**src/rtl/stoch_patch_pkg.sv**
```systemverilog
// rtl/stoch_patch_pkg.sv - shared state encoding and geometry helpers for the patch scheduler
package stoch_patch_pkg;

  typedef enum logic [1:0] {
    IDLE = 2'd0,
    RUN  = 2'd1,
    DONE = 2'd2
  } state_t;

  // Number of patch positions along one axis, including zero padding.
  function automatic int out_dim(int in_dim, int patch, int stride, int pad);
    return (in_dim + 2 * pad - patch) / stride + 1;
  endfunction

  // Signed width wide enough for any origin from -pad up to the far edge.
  function automatic int base_width(int w, int h, int pad);
    int m;
    m = (w > h) ? w : h;
    return $clog2(m + pad + 1) + 1;
  endfunction

endpackage

```
**src/rtl/stoch_wrap_counter.sv**
```systemverilog
// rtl/stoch_wrap_counter.sv - modulo-MAX counter whose wrap output chains into the next stage
module stoch_wrap_counter #(
  parameter int MAX = 4,
  localparam int W = (MAX > 1) ? $clog2(MAX) : 1
) (
  input  logic         CLK,
  input  logic         clr,
  input  logic         inc,
  output logic [W-1:0] value,
  output logic         wrap
);

  assign wrap = inc && (value == W'(MAX - 1));

  always_ff @(posedge CLK) begin
    if (clr) begin
      value <= '0;
    end else if (inc) begin
      value <= wrap ? '0 : value + 1'b1;
    end
  end

endmodule

```
**src/rtl/stoch_patch_scheduler.sv**
```systemverilog
// rtl/stoch_patch_scheduler.sv - walks patch origins over a padded array, holding each
// origin for STREAM_LEN accepted stochastic-bit cycles
module stoch_patch_scheduler
  import stoch_patch_pkg::*;
#(
  parameter int WIDTH      = 32,
  parameter int HEIGHT     = 32,
  parameter int PATCH_W    = 3,
  parameter int PATCH_H    = 3,
  parameter int STRIDE     = 1,
  parameter int PAD        = 1,
  parameter int STREAM_LEN = 256,
  localparam int BW = base_width(WIDTH, HEIGHT, PAD)
) (
  input  logic                 CLK,
  input  logic                 RST,
  input  logic                 start,
  input  logic                 abort,
  input  logic                 ready,
  output logic signed [BW-1:0] base_h,
  output logic signed [BW-1:0] base_w,
  output logic                 stream_en,
  output logic                 patch_last,
  output logic                 busy,
  output logic                 done
);

  localparam int OUT_H = out_dim(HEIGHT, PATCH_H, STRIDE, PAD);
  localparam int OUT_W = out_dim(WIDTH, PATCH_W, STRIDE, PAD);
  localparam int CNT_W = (STREAM_LEN > 1) ? $clog2(STREAM_LEN) : 1;
  localparam int ROW_W = (OUT_H > 1) ? $clog2(OUT_H) : 1;
  localparam int COL_W = (OUT_W > 1) ? $clog2(OUT_W) : 1;

  state_t state, next;

  logic             run_en;
  logic             clr;
  logic [CNT_W-1:0] cnt;
  logic [COL_W-1:0] col;
  logic [ROW_W-1:0] row;
  logic             cnt_wrap, col_wrap, row_wrap;

  // Counters are only meaningful in RUN; holding them clear elsewhere makes
  // every scan start at the first origin with cnt=0.
  assign run_en = (state == RUN) && ready;
  assign clr    = RST || (state != RUN);

  stoch_wrap_counter #(.MAX(STREAM_LEN)) u_cnt (
    .CLK(CLK), .clr(clr), .inc(run_en), .value(cnt), .wrap(cnt_wrap)
  );

  stoch_wrap_counter #(.MAX(OUT_W)) u_col (
    .CLK(CLK), .clr(clr), .inc(cnt_wrap), .value(col), .wrap(col_wrap)
  );

  stoch_wrap_counter #(.MAX(OUT_H)) u_row (
    .CLK(CLK), .clr(clr), .inc(col_wrap), .value(row), .wrap(row_wrap)
  );

  assign patch_last = cnt_wrap;

  always_ff @(posedge CLK) begin
    if (RST) begin
      state <= IDLE;
    end else begin
      state <= next;
    end
  end

  // row_wrap already implies the final beat of the final patch.
  always_comb begin
    next      = state;
    busy      = 1'b0;
    done      = 1'b0;
    stream_en = 1'b0;
    base_h    = '0;
    base_w    = '0;
    case (state)
      IDLE: begin
        if (start) next = RUN;
      end
      RUN: begin
        busy      = 1'b1;
        stream_en = run_en;
        base_h    = BW'(int'(row) * STRIDE - PAD);
        base_w    = BW'(int'(col) * STRIDE - PAD);
        if (abort) begin
          next = IDLE;
        end else if (row_wrap) begin
          next = DONE;
        end
      end
      DONE: begin
        done = 1'b1;
        next = IDLE;
      end
      default: next = IDLE;
    endcase
  end

endmodule

```
**config.mk**
```make
export PLATFORM = sky130hd
export DESIGN_NAME = stoch_patch_scheduler
export DESIGN_NICKNAME = d
export VERILOG_FILES = /design/src/rtl/stoch_patch_pkg.sv /design/src/rtl/stoch_wrap_counter.sv /design/src/rtl/stoch_patch_scheduler.sv
export SDC_FILE = /design/constraint.sdc
export NUM_CORES = 1
export LEC_CHECK = 0
export CAP_MARGIN = 10
export CORE_ASPECT_RATIO = 1.1
export CORE_MARGIN = 2
export CORE_UTILIZATION = 52
export DETAILED_ROUTE_END_ITERATION = 7
export PLACE_DENSITY = 0.8
export SLEW_MARGIN = 5
export SYNTH_ARGS = -nofsm -noshare
export SYNTH_HDL_FRONTEND = slang
export SYNTH_HIERARCHICAL = 1
export SYNTH_SLANG_ARGS = --single-unit
```
**constraint.sdc**
```tcl
create_clock -name CLK -period 4.1 [get_ports CLK]
set_input_delay 0.615 -clock CLK [delete_from_list [all_inputs] [get_ports CLK]]
set_output_delay 0.615 -clock CLK [all_outputs]
set_load 0.05 [all_outputs]
```
Word level (Yosys, flattened, before mapping)
Index checks and enable logic that the tools add are counted.
Widths: inputs -> output; s select.
Cells by class
  muxes and demuxes: 12
  $add $sub $neg: 5
  eq/ne operators: 8
  reduce and logical (&&, ||, !) cells: 7
Operators with widths (count)
  $mux 7: 2
  $sub 5x1->6 const B: 2
  $add 5x1->5 const B: 2
  $eq 5x5->1 const B: 2
  $mux 5: 2
  $add 8x1->8 const B: 1
  $eq 8x8->1 const B: 1
  $mux 8: 1
  $mux 2: 3
  $logic_and 1x1->1: 4
  $pmux 2 s2: 1
  $mux 1: 3
  $ne 3x2->1 const B: 1
  $eq 2x1->1 const B: 1
  $eq 2x2->1 const B: 1
  $logic_not 2->1: 1
  $ne 2x1->1 const B: 1
  $ne 2x2->1 const B: 1
  $reduce_and 2->1: 1
  $logic_or 1x1->1: 1
Word-level totals
  input port bits: 5
  logic and storage cells: 36
  output and inout port bits: 18
  register bits after elaboration: 20

Depth between registers and ports, before layout
Gate-level depths: netlist (run 1).
  depth after elaboration: 8
  gate-level depth with buffers: 12

Modules after synthesis
Netlist (run 1), hierarchy kept.
Modules (own cells, without submodules)
  stoch_wrap_counter at u_col ...: instances 2, sequential area each 100.1 um^2, area each 249.0 um^2, cells an instance 25
  stoch_wrap_counter at u_cnt: instances 1, sequential area each 160.2 um^2, area each 394.1 um^2, cells an instance 41
  stoch_patch_scheduler: instances 1, sequential area each 40.0 um^2, area each 337.8 um^2, cells an instance 46

Worst setup path after synthesis (run 1)
No wires, ideal clock.
  path kind: register -> register
  start point: reg state[1]
  end point: reg state[0]
  period minus slack after synthesis: 3.174 ns
  path slack: 0.926 ns
  path buffers: 3
  arrival: 3.095 ns
  setup time: 0.079 ns
  stages on the path, launching flop included: 13
  cells stage by stage: dfxtp_1 > nand2b_1 > inv_1 > and2_1 > buf_4 > and3_2 > and3_2 > buf_6 > and2_2 > buf_6 > and2_2 > or3b_1 > a211oi_2
Between the ends
  longest elaborated chain between the ends: 7
  elaborated cells on any way between the ends: 10
  those cells by class: eq/ne (3); mux (1); reduce/logical (6)
RTL lines
  from (decl): line stoch_patch_scheduler.sv:34  | state_t state, next;
  from (signal assigned): line stoch_patch_scheduler.sv:66  | state <= next;
  $eq 2x1->1: line stoch_patch_scheduler.sv:45  | assign run_en = (state == RUN) && ready;
  $logic_and 1x1->1: line stoch_patch_scheduler.sv:45
  $logic_and 1x1->1: line stoch_wrap_counter.sv:13  | assign wrap = inc && (value == W'(MAX - 1));
  net patch_last: line stoch_patch_scheduler.sv:23  | output logic patch_last,
  $logic_and 1x1->1: line stoch_wrap_counter.sv:13
  net col_wrap: line stoch_patch_scheduler.sv:41  | logic cnt_wrap, col_wrap, row_wrap;
  $logic_and 1x1->1: line stoch_wrap_counter.sv:13
  net row_wrap: line stoch_patch_scheduler.sv:41
  $ne 3x2->1 (no line)
  $reduce_and 2->1 (no line)
The timed path passes the listed nets, and every way through them passes these cells.
A chain may end at the register's enable or synchronous reset.

Final worst setup path (run 1)
  start point: reg state[0]
  end point: out patch_last
Between the ends
  longest elaborated chain between the ends: 3
RTL lines (line)
  $eq 2x1->1: stoch_patch_scheduler.sv:45
  $logic_and 1x1->1: stoch_patch_scheduler.sv:45
  $logic_and 1x1->1: stoch_wrap_counter.sv:13
  to (decl): stoch_patch_scheduler.sv:23
Every way passes these cells.

==> flow_summary.ini, run 1 <==
[finish]
area_growth_pct = 18.9
final_util_pct = 64.9
layout_common_cells = clkdlybuf4s50_1, dfxtp_1, nor2_1
final.fill_count = 201
final_net_count = 169
mostFrequentLayoutCell = clkdlybuf4s50_1
antennaDiodeCount = 0
final_layout_size_suffix_gt1_share_pct = 9.62

[place]
io_buffers = 22
gp_congestion = 0.804
hpwl_mm = 1.84
pre_cts_ws_ps = 747

[drt]
drc = 0
drtIter0Drc = 16
drt-total-wl_mm = 2.45
ant_nets = 0
vias = 1033
firstDrtPassIters = 4
avgViaCountPerCell = 5.55
avgRoutedWirePerCell_um = 13.2

[synthesis]
synth_cells = 137
synth_nets = 149
synth_warnings = 6
synthTopCellsByArea = dfxtp_1, ha_1, mux2i_1
synth.top_cell.area_share_pct = 32.6
ys_types = 38
synth_edf_count = 0
ys_async_sr_fraction_pct = 0
ys_seq_elements = 20
ys_seq_area_share_pct = 32.6
syn_area_per_cell_um2 = 8.98
synth_top_cell_by_area = dfxtp_1
yosys_most_used_dff = dfxtp_1
syn-cell-area_um2 = 1230

[timing]
clock_skew_ps = 4.38
fin_crit_sh_pct = 85.4
hold_viol = 0
fin_setup_tns_ps = 0
relSlewSlack_pct = 49.7
drv_slew = 0
max_freq_ghz = 0.286
setup_ws_ps = 600
finalSetupViolCount = 0
rsz0062_at_grt = false
min_period_ps = 3500
worstMarginPinSlew_ps = 754

[setup_path]
cp_common_cell = and3_2
start_kind = flip-flop
cp_num_buf_inv = 2
cp_slowest_cell = clkdlybuf4s50_1
cpPeakStageDelay_ps = 850
crit_chain = nand2b_1, inv_1, and2_1, and3_2, and3_2, clkdlybuf4s50_1
cp.required_ps = 3480
cp.arrival_ps = 2880
critPathMaxFanout = 12
crit_path_end_kind = output pin
timing_worst_setup_path_type = reg -> out
cpLargestDelayFamily = simple AND/OR/NAND/NOR gates

[global_route]
grtUsageMet2_pct = 40.1
antenna_found_initial = 0
busiest_layer = met2
grt-ovfl-total = 0
grt.met3_usage_pct = 1.61
grt_usage_pct = 20.4
grt_pass1_vias = 970
grt_max_degree = 20
grt_pass1_wl_mm = 4.25
grtUsageMet1_pct = 23.1

[die]
start_util_pct = 54.6
coreArea_um2 = 2250
die_w_um = 50.4
die_h_um = 55.0
dieArea_um2 = 2770
fp-row-count = 18
ioPinCount = 23

[power]
vdd_drop_max_v = 0.000221
p_leak_nw = 0.568
power_density_nw_per_um2 = 266

[cts]
cts_buffers = 3
postCtsSetupRepairBufs = 0
cts_buffer_depth = 2
cts_sinks = 20
holdBufCountCts = 0
cts_resized = 0
clk_pin_slew_ps = 110
clock_latency_ps = 290
htree_levels = 1
cts_tree = yes
cts_root_buffer = clkbuf_4

[run_status]
status = completed

[worst_hold_path]
hold_path.class = reg -> reg

[flow_run]
max-cap-violations = 0
[Yosys cell counts, drive strengths merged (4+ instances only)]
| cell type | instances |
|---|---|
| or3b | 4 |
| a21oi | 8 |
| ha | 7 |
| inv | 5 |
| mux2i | 7 |
| and3 | 4 |
| or4 | 4 |
| o21ai | 4 |
| nor3 | 5 |
| buf | 7 |
| nand2b | 6 |
| nand3b | 4 |
| dfxtp | 20 |
| nand4 | 4 |
| xor2 | 4 |
| nor2 | 17 |
[state kept, by name (all words and copies together) (netlist names)]
signal / cells
u_cnt/value: 8
u_row/value: 5
state: 2
u_col/value: 5
[logic make-up after synthesis]
kind of cell,synth area share [%]
multiplexers,5.70
AO/OA/AOI/OAI,9.36
buffers and inverters,6.51
flip-flops,32.6
XOR/XNOR,4.98
AND/OR/NAND/NOR,33.8
adder cells (fa/ha/maj),7.12
[where the power goes]
part	total (mW)	switching, mW	leakage, nW	internal (mW)
combinational	0.0803	0.0540	0.385	0.0263
clock	0.112	0.0578	0.0210	0.0541
sequential	0.196	0.00123	0.161	0.195
total	0.389	0.113	0.568	0.275
[area by class of cell]
| type | instances | area [um2] | area share [%] |
|---|---|---|---|
| clock buffer | 4 | 36.3 | 2.48 |
| inverter | 5 | 18.8 | 1.28 |
| multi-input combinational | 105 | 749 | 51.2 |
| sequential | 20 | 400 | 27.4 |
| tap | 30 | 37.5 | 2.57 |
| timing repair buffer | 22 | 220 | 15.1 |
[stage by stage]
stage / cell area [um2] / std cells / hold WS [ps] / power, mW
floorplan: 1230 / 137 / 437 / 0.258
global placement: 1430 / 182 / 461 / 0.281
detailed placement: 1430 / 182 / 468 / 0.281
CTS: 1460 / 186 / 488 / 0.394
global route: 1460 / 186 / 526 / 0.403
finish: 1460 / 186 / 487 / 0.389
[path summary, 6_finish.rpt]
kind                  startpoint             end  slack (ps)  cells after the start
setup / recovery        state[0]      patch_last         600                      6
hold / removal    u_cnt/value[7]  u_cnt/value[7]         490                      1
hold reg to reg   u_cnt/value[7]  u_cnt/value[7]         490                      1
setup reg to reg        state[1]        state[0]        1260                      9
[layer usage]
metal | part of all wire [%] | up-vias
met5 | 0 | -
met4 | 0.41 | 0
met3 | 2.5 | 2
met2 | 52 | 21
met1 | 45 | 473
li1 | - | 537
(Power assumes the default switching activity.)
==> run 2, diff against run 1 <==
--- a/config.mk
+++ b/config.mk
@@ -7,7 +7,7 @@
 export LEC_CHECK = 0
 export CAP_MARGIN = 10
 export CORE_ASPECT_RATIO = 1.1
-export CORE_MARGIN = 2
+export CORE_MARGIN = 10
 export CORE_UTILIZATION = 52
 export DETAILED_ROUTE_END_ITERATION = 7
 export PLACE_DENSITY = 0.8
==> constraint.sdc (replaced) <==
create_clock -name CLK -period 4.5 [get_ports CLK]
set_input_delay 0.675 -clock CLK [delete_from_list [all_inputs] [get_ports CLK]]
set_output_delay 0.675 -clock CLK [all_outputs]
set_load 0.05 [all_outputs]
==> run 2 against run 1 <==
Compared with the run above:
- clock skew is 4.6 ps higher
- flip-flop and latch count unchanged
- sequential share of layout area fell by 0.30 points
- total power is 3.2% higher
- register-to-register slack improved by 370 ps
- largest power group unchanged
- routed wire length grew 5.5%
- core utilization is 0.72 points higher
- combinational power decreased by 8.1%
- final cell count unchanged
- design area increased by 1.1%
- worst setup slack better by 310 ps
==> flow_summary.ini, run 2 (synthesis results as in run 1) <==
[worst_hold_path]
hold_end = u_cnt/value[7]
whs_path_depth = 1
hold_start = u_cnt/value[7]
hold_path.class = reg -> reg

[die]
dieArea_um2 = 4710
ioPinCount = 23
die_h_um = 71.0
die_w_um = 66.4
fp-row-count = 18
start_util_pct = 54.6
coreArea_um2 = 2250

[global_route]
antenna_found_initial = 0
grt_max_degree = 20
grt_usage_pct = 11.5
busiest_layer = met2
grt.met3_usage_pct = 3.15
grt_pass1_vias = 1022
grtUsageMet1_pct = 13.0
grtUsageMet2_pct = 19.9
grt_pass1_wl_mm = 4.47
grt-ovfl-total = 0

[setup_path]
timing_worst_setup_path_type = reg -> out
cp.arrival_ps = 2910
rr_endpoint = state[0]
cp_slowest_cell = clkdlybuf4s50_1
reg2regPathDepth = 9
reg2reg_from = state[1]
crit_chain = nand2b_1, inv_1, and2_1, and3_2, and3_2, clkdlybuf4s50_1
r2r_slack_ps = 1630
start_kind = flip-flop
cpPeakStageDelay_ps = 850
crit_path_end_kind = output pin
critPathMaxFanout = 12
cp.required_ps = 3830
cp_common_cell = and3_2

[place]
pre_cts_ws_ps = 1020
place_inst = 182
io_buffers = 22
gp_congestion = 0.847
hpwl_mm = 1.96

[power]
p_seq_share_pct = 44.6
vdd_drop_max_v = 0.000226
p_clk_share_pct = 37.0
p_leak_nw = 0.575
power_density_nw_per_um2 = 271
switching_share_pct = 27.2
power.switching_mw = 0.109
p_int_mw = 0.292
fin_total_pwr_mw = 0.401
combPwrFrac_pct = 18.4

[cts]
cts_sinks = 20
cts_resized = 0
cts_buffers = 3
clk_pin_slew_ps = 120
postCtsSetupRepairBufs = 0
cts_buffer_depth = 2
holdBufCountCts = 0
cts_tree = yes
cts_root_buffer = clkbuf_4
htree_levels = 1
clock_latency_ps = 310

[finish]
mostFrequentLayoutCell = clkdlybuf4s50_1
final_net_count = 169
largest_register = u_cnt/value
area_growth_pct = 20.2
layoutNonFillerInstCount = 186
final_layout_size_suffix_gt1_share_pct = 9.62
largest_reg_flops = 8
antennaDiodeCount = 0
reg_top3 = u_cnt/value (8), u_col/value (5), u_row/value (5)
final.fill_count = 202
layout_common_cells = clkdlybuf4s50_1, dfxtp_1, nor2_1

[drt]
firstDrtPassIters = 4
vias = 1027
avgViaCountPerCell = 5.52
drc = 0
ant_nets = 0
avgRoutedWirePerCell_um = 13.9
drtIter0Drc = 26
drt-total-wl_mm = 2.59

[timing]
setup_ws_ps = 914
finalSetupViolCount = 0
fin_crit_sh_pct = 79.7
hold_viol = 0
hold_ws_ps = 508
relSlewSlack_pct = 48.9
max_freq_ghz = 0.279
min_period_ps = 3590
fin_setup_tns_ps = 0
rsz0062_at_grt = false
clock_skew_ps = 8.94
worstMarginPinSlew_ps = 766
drv_slew = 0

[run_status]
status = completed

[flow_run]
max-cap-violations = 0
run 2: power by group through the flow:
| stage | clock, mW | sequential (mW) | combinational (mW) |
|---|---|---|---|
| floorplan | 0 | 0.183 | 0.0523 |
| global placement | 0 | 0.183 | 0.0742 |
| detailed placement | 0 | 0.183 | 0.0748 |
| CTS | 0.152 | 0.179 | 0.0749 |
| global route | 0.161 | 0.179 | 0.0776 |
| finish | 0.148 | 0.179 | 0.0738 |
run 2: worst max path at each step:
| stage | startpoint | endpoint | slack [ps] | depth (start not counted) |
|---|---|---|---|---|
| global route | state[0] | patch_last | 640 | 6 |
| finish | state[0] | patch_last | 910 | 6 |
| CTS | state[0] | patch_last | 900 | 6 |
| floorplan | state[1] | state[0] | 1330 | 12 |
| detailed placement | ready | patch_last | 1020 | 5 |
| global placement | ready | patch_last | 1040 | 5 |
run 2: area by class of cell:
type / count / area (um2) / area share, %
Timing Repair Buffer: 22 / 220 / 14.9
Multi-Input combinational cell: 105 / 749 / 50.7
Clock buffer: 3 / 22.5 / 1.52
Inverter: 5 / 18.8 / 1.27
Sequential cell: 20 / 400 / 27.1
Clock inverter: 1 / 30.0 / 2.03
Tap cell: 30 / 37.5 / 2.54
run 2: metrics by stage:
step | cell area (um2) | util [%]
after floorplan | 1230 | -
after global placement | 1430 | 63.3
after detailed placement | 1430 | 63.3
after CTS | 1480 | 65.7
after global routing | 1480 | 65.7
final | 1480 | 65.7
run 2: critical path, delay by kind of cell, from the launching register on:
family / cells / cell delay, ps
buffers and inverters: 2 / 1020
AND/OR/NAND/NOR: 4 / 1130
flip-flops: 1 / 450
run 2: per-layer routing:
metal  vias up  wire (um)
met5         -          0
met1       476       1070
met3         4        150
li1        529          -
met4         0         31
met2        18       1340
